File: src/rtl/cute_lock_pkg.sv
// Shared types and width helpers for the Cute-Lock key scheduler.
`timescale 1ns/1ps
package cute_lock_pkg;

  typedef enum logic [1:0] {
    IDLE  = 2'd0,
    LOAD  = 2'd1,
    ARMED = 2'd2,
    RUN   = 2'd3
  } sched_state_t;

  function automatic int phase_w(input int period);
    return (period > 1) ? $clog2(period) : 1;
  endfunction

  // One code point past the last slot is always representable so bad indices can be flagged.
  function automatic int idx_w(input int num_keys);
    return (num_keys > 0) ? $clog2(num_keys + 1) : 1;
  endfunction

endpackage

File: src/rtl/cute_phase_counter.sv
// Wrap counter that mirrors the locked FSM's internal counter; updates on the falling edge.
`timescale 1ns/1ps
module cute_phase_counter #(
  parameter int PERIOD = 4,
  parameter int PW     = 2
) (
  input  logic          clk,
  input  logic          rst,
  output logic [PW-1:0] phase,
  output logic          last
);

  logic [PW-1:0] phase_q;
  logic [PW-1:0] phase_d;

  always_comb begin
    last    = (phase_q == PW'(PERIOD - 1));
    phase_d = last ? '0 : phase_q + PW'(1);
  end

  always_ff @(negedge clk or posedge rst) begin
    if (rst) begin
      phase_q <= '0;
    end else begin
      phase_q <= phase_d;
    end
  end

  assign phase = phase_q;

endmodule

File: src/rtl/cute_key_scheduler.sv
// Time-varying unlock key source for a Cute-Lock locked FSM.
// Optional CUTE_KEY_SCHED_ZEROIZE_EN adds a zeroize input that wipes all key slots.
`timescale 1ns/1ps
module cute_key_scheduler
  import cute_lock_pkg::*;
#(
  parameter int               KEY_W     = 5,
  parameter int               NUM_KEYS  = 2,
  parameter int               PHASE_LEN = 2,
  parameter logic [KEY_W-1:0] DECOY_KEY = '0
) (
  input  logic                                         clk,
  input  logic                                         rst,
`ifdef CUTE_KEY_SCHED_ZEROIZE_EN
  input  logic                                         zeroize,
`endif
  input  logic                                         cfg_valid,
  output logic                                         cfg_ready,
  input  logic [idx_w(NUM_KEYS)-1:0]                   cfg_idx,
  input  logic [KEY_W-1:0]                             cfg_key,
  output logic                                         cfg_err,
  input  logic                                         arm,
  output logic [KEY_W-1:0]                             keyinput,
  output logic                                         running,
  output logic [phase_w(NUM_KEYS*PHASE_LEN)-1:0]       phase
);

  localparam int PERIOD = NUM_KEYS * PHASE_LEN;
  localparam int PW     = phase_w(PERIOD);

  sched_state_t                     state_q, state_d;
  logic [NUM_KEYS-1:0][KEY_W-1:0]   slots_q, slots_d;
  logic [NUM_KEYS-1:0]              mask_q, mask_d;
  logic                             cfg_err_q, cfg_err_d;
  logic                             cfg_ready_q, cfg_ready_d;
  logic                             running_q, running_d;
  logic                             last_phase;
  logic                             wr_acc;
  logic                             idx_ok;

  cute_phase_counter #(
    .PERIOD (PERIOD),
    .PW     (PW)
  ) u_phase (
    .clk   (clk),
    .rst   (rst),
    .phase (phase),
    .last  (last_phase)
  );

  // Writes land before the arm check so a simultaneous write+arm sees the updated mask.
  always_comb begin
    state_d   = state_q;
    slots_d   = slots_q;
    mask_d    = mask_q;
    cfg_err_d = 1'b0;
    wr_acc    = cfg_valid && cfg_ready_q;
    idx_ok    = int'(cfg_idx) < NUM_KEYS;

    for (int i = 0; i < NUM_KEYS; i++) begin
      if (wr_acc && idx_ok && (int'(cfg_idx) == i)) begin
        slots_d[i] = cfg_key;
        mask_d[i]  = 1'b1;
      end
    end
    cfg_err_d = wr_acc && !idx_ok;

    case (state_q)
      IDLE: begin
        if (arm && (&mask_d)) begin
          state_d = ARMED;
        end else if (wr_acc && idx_ok) begin
          state_d = LOAD;
        end
      end
      LOAD: begin
        if (arm && (&mask_d)) begin
          state_d = ARMED;
        end
      end
      ARMED: begin
        if (!arm) begin
          state_d = LOAD;
        end else if (last_phase) begin
          state_d = RUN;
        end
      end
      RUN: begin
        if (!arm) begin
          state_d = IDLE;
        end
      end
      default: state_d = IDLE;
    endcase

`ifdef CUTE_KEY_SCHED_ZEROIZE_EN
    if (zeroize) begin
      slots_d   = '0;
      mask_d    = '0;
      state_d   = IDLE;
      cfg_err_d = 1'b0;
    end
`endif

    cfg_ready_d = (state_d == IDLE) || (state_d == LOAD);
    running_d   = (state_d == RUN);
  end

  always_ff @(negedge clk or posedge rst) begin
    if (rst) begin
      state_q     <= IDLE;
      slots_q     <= '0;
      mask_q      <= '0;
      cfg_err_q   <= 1'b0;
      cfg_ready_q <= 1'b1;
      running_q   <= 1'b0;
    end else begin
      state_q     <= state_d;
      slots_q     <= slots_d;
      mask_q      <= mask_d;
      cfg_err_q   <= cfg_err_d;
      cfg_ready_q <= cfg_ready_d;
      running_q   <= running_d;
    end
  end

  // Selected from current state and phase so the lock sees the right key at the same edge.
  always_comb begin
    keyinput = DECOY_KEY;
    if (state_q == RUN) begin
      for (int i = 0; i < NUM_KEYS; i++) begin
        if ((int'(phase) / PHASE_LEN) == i) begin
          keyinput = slots_q[i];
        end
      end
    end
  end

  assign cfg_ready = cfg_ready_q;
  assign cfg_err   = cfg_err_q;
  assign running   = running_q;

endmodule

File: config.mk
export PLATFORM = sky130hd
export DESIGN_NAME = cute_key_scheduler
export DESIGN_NICKNAME = d
export VERILOG_FILES = /design/src/rtl/cute_lock_pkg.sv /design/src/rtl/cute_phase_counter.sv /design/src/rtl/cute_key_scheduler.sv
export SDC_FILE = /design/constraint.sdc
export NUM_CORES = 1
export LEC_CHECK = 0
export ABC_AREA = 1
export CORE_ASPECT_RATIO = 0.7
export CORE_MARGIN = 1.5
export CORE_UTILIZATION = 25
export CTS_BUF_LIST = sky130_fd_sc_hd__clkbuf_2 sky130_fd_sc_hd__clkbuf_4 sky130_fd_sc_hd__clkbuf_8
export DETAILED_ROUTE_END_ITERATION = 8
export HOLD_SLACK_MARGIN = 0.03
export PLACE_DENSITY = 0.5
export SYNTH_ARGS = -nofsm -noshare
export SYNTH_HDL_FRONTEND = slang
export SYNTH_SLANG_ARGS = --single-unit
File: constraint.sdc
create_clock -name clk -period 1.9 [get_ports clk]
set_input_delay 0.285 -clock clk [delete_from_list [all_inputs] [get_ports clk]]
set_output_delay 0.285 -clock clk [all_outputs]
set_load 0.01 [all_outputs]
==> Word-level counts from Yosys, hierarchy flattened <==
Cells that the tools add are included.
{ "totals": {"reg_bits": 19, "in_bits": 11, "output_inout_bits": 10, "word_cells": 43} }
{ "op_classes": {"addsub": 1, "n_lt_le_gt_ge": 1, "n_eq_ne": 7, "n_mux": 13, "reduce_logical": 13} }
{ "ops": {"columns": ["op", "count"], "rows": [
  ["$logic_not 32->1", 1],
  ["$mux 5", 3],
  ["$mux 2", 7],
  ["$eq 2x2->1 const B", 5],
  ["$pmux 2 s4", 1],
  ["$logic_and 1x1->1", 6],
  ["$logic_not 2->1", 3],
  ["$eq 2x1->1 const B", 2],
  ["$add 2x1->2 const B", 1],
  ["$lt 2x2->1 const B", 1],
  ["$mux 1", 2],
  ["$reduce_and 2->1", 1],
  ["$logic_not 1->1", 1],
  ["$logic_or 1x1->1", 1]
]} }

==> Depth between registers and ports, before layout <==
Gate-level depths: netlist of the first run.
{ "depth": {"depth_word": 10, "mapped_depth": 7, "mapped_depth_nobuf": 7} }

==> Cells and area by module <==
From an unflattened synthesis of the first run, not the netlist that was laid out.
{ "hier_totals": {"cells_unflattened": 85, "area_unflattened_um2": 819.5} }
{ "modules_own_cells": {"columns": ["mod", "n_inst", "cells_each", "area_per_inst_um2", "seq_area_each_um2"], "rows": [
  ["cute_key_scheduler", 1, 80, 749.5, 426.7],
  ["cute_phase_counter", 1, 5, 70.1, 50.0]
]} }

==> flow_summary.yaml, run 1 <==
global_routing:
  grt_max_degree: 13
  grt_pass1_wl_mm: 3.07
  grt_remaining_overflow: 0
  grt_use_total_pct: 11.7
  antenna_found_initial: 0
  grt_pass1_vias: 653
power:
  finalPower_uw: 976
  vdd_drop_max_mv: 0.279
  power_density_nw_per_um2: 803
  p_leak_uw: 0.000634
detailed_routing:
  vias: 721
  drc: 0
  ant_nets: 0
  wl_per_cell_um: 11.9
  wl_mm: 1.98
  drt_iter0_drc: 37
  dr.pass1.iters: 4
  via_per_inst: 4.32
timing:
  worst_pin_slew_ns: 0.183
  finalSetupTns_ns: -3.48
  slew_viol_final: 0
  finClkSkew_ns: 0.0493
  setup_viol: 10
  slew_headroom_pct: 87.8
  rsz0062_at_grt: "true"
  final_hold_viol_count: 0
  timing.final.ws_setup_ns: -0.533
yosys:
  synth_top_cell_area_share_pct: 56.1
  yosysSeqAreaShare_pct: 59.3
  avgSynthCellArea_um2: 8.64
  synth_warnings: 0
  yosysTopAreaCell: "dfrtn_1"
  syn_nets: 105
  syn_inst: 93
  ys_ff_latch: 19
  syn-cell-area_um2: 803
  synthDistinctLibCells: 16
  synthTopCellsByArea: "dfrtn_1, nand2_1, inv_1, o21ai_1, a21oi_1"
clock_tree:
  ctsHtreeMaxLevel: 1
  cts.clk_slew.worst_paths_ns: 0.05
  numCtsBuffers: 3
  root_buffer: "clkbuf_8"
  insertion_delay_ns: 0.32
  cts.sinks: 19
  cts_tree: "yes"
  cts_hold_buf: 0
  clockBufferDepth: 2
die:
  die-area_um2: 3570
  die_h_um: 50.4
  dieWidth_um: 70.8
  start_util_pct: 27.5
  rows: 16
  io_pins: 21
  core_area_um2: 2920
worst_setup_path:
  worstPathRequired_ns: 1.62
  start_kind: "register"
  crit_path_cell_trace: "buf_4 > nand2_1 > a21oi_2 > buf_2"
  end_kind: "output pin"
  path_max_fanout: 4
  cpMaxStageDelayCell: "dfrtn_1"
  worstSetupPathType: "register to output pin"
  critPathMaxStageDelay_ns: 0.47
  cp_data_arrival_time_ns: 2.15
  r2r_setup_slack_ns: 0.45
run:
  cap_violations: 0
placed_design:
  place.port_buffers: 20
  dp_hpwl_mm: 1.46
  gp_congestion: 0.811
cells_and_area:
  fill_cells: 294
  num-nets-final: 144
  final_cell_mix: "nand2_1, dfrtn_1, inv_1, buf_4"
  drive_above_1_share_pct: 39.7
  areaGrowthSynthToFinish_pct: 51.4
  diodes: 0
  final_common_cell: "nand2_1"
outcome:
  outcome: "finished with violations"
  violations: "setup timing"
min_path:
  hold_class: "register to register"
## synth_stat cells
| library cell | number |
|---|---|
| nand2_1 | 28 |
| dfrtn_1 | 18 |
| inv_1 | 14 |
| o21ai_1 | 9 |
| a21oi_1 | 6 |
| nand4_1 | 3 |
| nor2_1 | 3 |
| buf_2 | 2 |
| inv_2 | 2 |
| nand3_1 | 2 |
| dfstp_2 | 1 |
| ha_1 | 1 |
| nand2_2 | 1 |
| nor2_2 | 1 |
| o21ai_0 | 1 |
| or2_1 | 1 |
## final timing paths
path	start	endpoint	cells after the start
worst min register to register	mask_q[0]$_DFF_NP0_	mask_q[0]$_DFF_NP0_	2
worst max-delay path	u_phase.phase[1]$_DFF_NP0_	keyinput[1]	4
worst min-delay path	mask_q[0]$_DFF_NP0_	mask_q[0]$_DFF_NP0_	2
max in group asynchronous	rst	slots_q[3]$_DFFE_NP0P_	3
min in group asynchronous	rst	cfg_err$_DFF_NP0_	3
worst max register to register	u_phase.phase[1]$_DFF_NP0_	state_q[0]$_DFF_NP0_	8
## sequential cells by signal, summed over array words and instances (netlist names)
register / flops
state_q: 2
mask_q: 2
cfg_err: 1
u_phase.phase: 2
slots_q: 10
running: 1
cfg_ready: 1
## metal layers
| metal | vias to the layer above | global-route usage [%] | wire length [um] |
|---|---|---|---|
| met5 | - | 0 | 0 |
| met4 | 0 | 3.77 | 23 |
| met3 | 5 | 5.22 | 131 |
| met2 | 15 | 15.7 | 815 |
| met1 | 336 | 16.5 | 1010 |
| li1 | 365 | - | - |
## critical path, delay by kind of cell, from the launching register on
kind	cells	cell delay, ns
compound gates	1	0.13
buf+inv	2	0.28
flops	1	0.47
simple gates	1	0.06
## final cells by class
class                   count  area [um2]  area share, %
clock buffers               3        41.3           3.40
well taps                  36        45.0           3.70
multi-input cells          56         298           24.5
clock inverters             2        7.51          0.617
inverters                  15        61.3           5.04
flip-flops and latches     19         477           39.2
repair buffers             36         287           23.6
## metrics by stage
| stage | util (%) | cells | instance area, um2 | setup WS [ns] | hold WS [ns] |
|---|---|---|---|---|---|
| 6_report | 41.6 | 167 | 1220 | -0.533 | 0.414 |
| 5_1_grt | 41.6 | 167 | 1220 | -0.596 | 0.451 |
| 4_1_cts | 41.2 | 165 | 1200 | -0.538 | 0.410 |
| 3_5_place_dp | 39.2 | 157 | 1140 | -0.691 | 0.434 |
| 3_3_place_gp | 39.2 | 157 | 1140 | -0.648 | 0.434 |
| 2_1_floorplan | - | 93 | 822 | -0.140 | 0.395 |
## timing repair
item	in CTS	in global routing
endpoints found under the setup margin	24	13
gates resized for setup	58	12
pin swaps	9	7
endpoints found under the hold margin	0	0
cloned	0	1
setup buffers	5	1
## logic make-up (layout without fill, tap and decap cells)
family          Yosys count  after routing  share of synthesized area (%)
buf+inv                  18             56                           8.72
compound gates           16             16                           9.97
fa+ha+maj                 1              1                           1.56
flops                    19             19                           59.3
simple gates             39             39                           20.4
## power by group
part	switching [uW]	internal, uW	total (uW)
logic	96.0	90.7	187
clock network	134	146	281
registers	40.6	468	509
(Power assumes the default switching activity.)
==> run 2, diff against run 1 <==
--- a/config.mk
+++ b/config.mk
@@ -12,7 +12,7 @@
 export CTS_BUF_LIST = sky130_fd_sc_hd__clkbuf_2 sky130_fd_sc_hd__clkbuf_4 sky130_fd_sc_hd__clkbuf_8
 export DETAILED_ROUTE_END_ITERATION = 8
 export HOLD_SLACK_MARGIN = 0.03
-export PLACE_DENSITY = 0.5
+export PLACE_DENSITY = 0.55
 export SYNTH_ARGS = -nofsm -noshare
 export SYNTH_HDL_FRONTEND = slang
 export SYNTH_SLANG_ARGS = --single-unit
==> flow_summary.yaml, run 2 (same netlist as run 1, synthesis figures left out) <==
cells_and_area:
  areaGrowthSynthToFinish_pct: 56.7
  top_register: "slots_q"
  final_cell_mix: "nand2_1, buf_4, dfrtn_1, inv_1, o21ai_1"
  fill_cells: 300
  drive_above_1_share_pct: 39.9
  largest_register_ffs: 10
  final_design_area_no_fill_um2: 1260
  num-nets-final: 151
  diodes: 0
  utilization_pct: 43.1
  final_common_cell: "nand2_1"
clock_tree:
  cts.sinks: 19
  ctsHtreeMaxLevel: 1
  cts.clk_slew.worst_paths_ns: 0.05
  insertion_delay_ns: 0.32
  root_buffer: "clkbuf_8"
  numCtsBuffers: 3
  clockBufferDepth: 2
  cts_tree: "yes"
detailed_routing:
  dr.pass1.iters: 4
  dr_wl_met2_um: 918
  drt_iter0_drc: 60
  met3_length_um: 85
  routed.top_layer: "met4"
  wl_per_cell_um: 10.8
  wirelength_met1_um: 846
  via_per_inst: 4.30
  wl_mm: 1.88
  vias: 748
  ant_nets: 0
  drc: 0
run:
  cap_violations: 0
worst_setup_path:
  start_kind: "register"
  path_max_fanout: 4
  worstSetupPathType: "register to output pin"
  cp_data_arrival_time_ns: 2.22
  end_kind: "output pin"
  worstPathRequired_ns: 1.62
outcome:
  outcome: "finished with violations"
  violations: "setup timing"
die:
  core_area_um2: 2920
  die-area_um2: 3570
  start_util_pct: 27.5
  dieWidth_um: 70.8
  rows: 16
  io_pins: 21
  die_h_um: 50.4
timing:
  setup_viol: 10
  slew_viol_final: 0
  timing.final.ws_setup_ns: -0.610
  worst_pin_slew_ns: 0.260
  finClkSkew_ns: 0.0509
  final_hold_viol_count: 0
  rsz0062_at_grt: "true"
  slew_headroom_pct: 82.7
  finalSetupTns_ns: -4.03
global_routing:
  grt_remaining_overflow: 0
  grt_max_degree: 12
  antenna_found_initial: 0
  grt_pass1_vias: 739
  grt_pass1_wl_mm: 3.19
  grt_use_total_pct: 11.7
placed_design:
  place.port_buffers: 20
  dp_hpwl_mm: 1.40
  place_worst_setup_slack_ns: -0.701
  place_area_um2: 1160
  gp_congestion: 0.711
min_path:
  hold_class: "register to register"
power:
  power_density_nw_per_um2: 775
  p_leak_uw: 0.000660
  vdd_drop_max_mv: 0.301
-- run 2: changes by cell type in the layout (fill, tap and decap cells not counted), sizes merged --
cell and change:
buf +6, inv -1, dlygate4sd2 -1, clkdlybuf4s15 +2
clkinv +1
-- run 2: critical path, stage by stage, from the launching register on --
cell and delay [ns]:
dfrtn_1 0.48, buf_6 0.12, buf_6 0.09, nand2_2 0.05
a21oi_2 0.12, buf_2 0.14
-- run 2: per-stage QoR --
stage,instances,hold slack (ns),total power [uW]
finish,174,0.437,976
global route,174,0.465,1040
CTS,174,0.442,987
global placement,161,0.433,711
floorplan,93,0.395,612
detailed placement,161,0.440,715
-- run 2: layer usage --
| metal | track usage [%] | vias up |
|---|---|---|
| met4 | 3.77 | 0 |
| met1 | 13.7 | 353 |
| met5 | 0 | - |
| met2 | 20.4 | 14 |
| li1 | - | 377 |
| met3 | 3.82 | 4 |
-- run 2: report_power, final --
part | total [uW] | switching, uW | internal [uW]
logic | 184 | 95.5 | 88.7
registers | 503 | 35.3 | 468
clock network | 288 | 139 | 149
-- run 2: cell type report --
type | instances | area, um2 | area share, %
flip-flops and latches | 19 | 477 | 37.9
clock buffers | 3 | 41.3 | 3.28
clock inverters | 2 | 8.76 | 0.696
well taps | 36 | 45.0 | 3.58
inverters | 15 | 58.8 | 4.67
multi-input cells | 56 | 288 | 22.9
repair buffers | 43 | 340 | 27.0
-- run 2: final timing paths --
path	start	slack, ns	depth (start not counted)	end
worst min register to register	slots_q[0]$_DFFE_NP0P_	0.44	2	slots_q[0]$_DFFE_NP0P_
worst min-delay path	slots_q[0]$_DFFE_NP0P_	0.44	2	slots_q[0]$_DFFE_NP0P_
worst max register to register	u_phase.phase[0]$_DFF_NP0_	0.47	8	state_q[0]$_DFF_NP0_
min in group asynchronous	rst	1.08	2	slots_q[3]$_DFFE_NP0P_
max in group asynchronous	rst	0.45	3	slots_q[9]$_DFFE_NP0P_
worst max-delay path	u_phase.phase[1]$_DFF_NP0_	-0.61	5	keyinput[1]
-- run 2: repair_timing --
action / in CTS / in global routing
gates resized for setup: 57 / 6
buffers inserted: 10 / 0
hold endpoints to repair: 0 / 0
hold buffers: 0 / 0
pin swaps: 9 / 8
setup endpoints to repair: 24 / 13
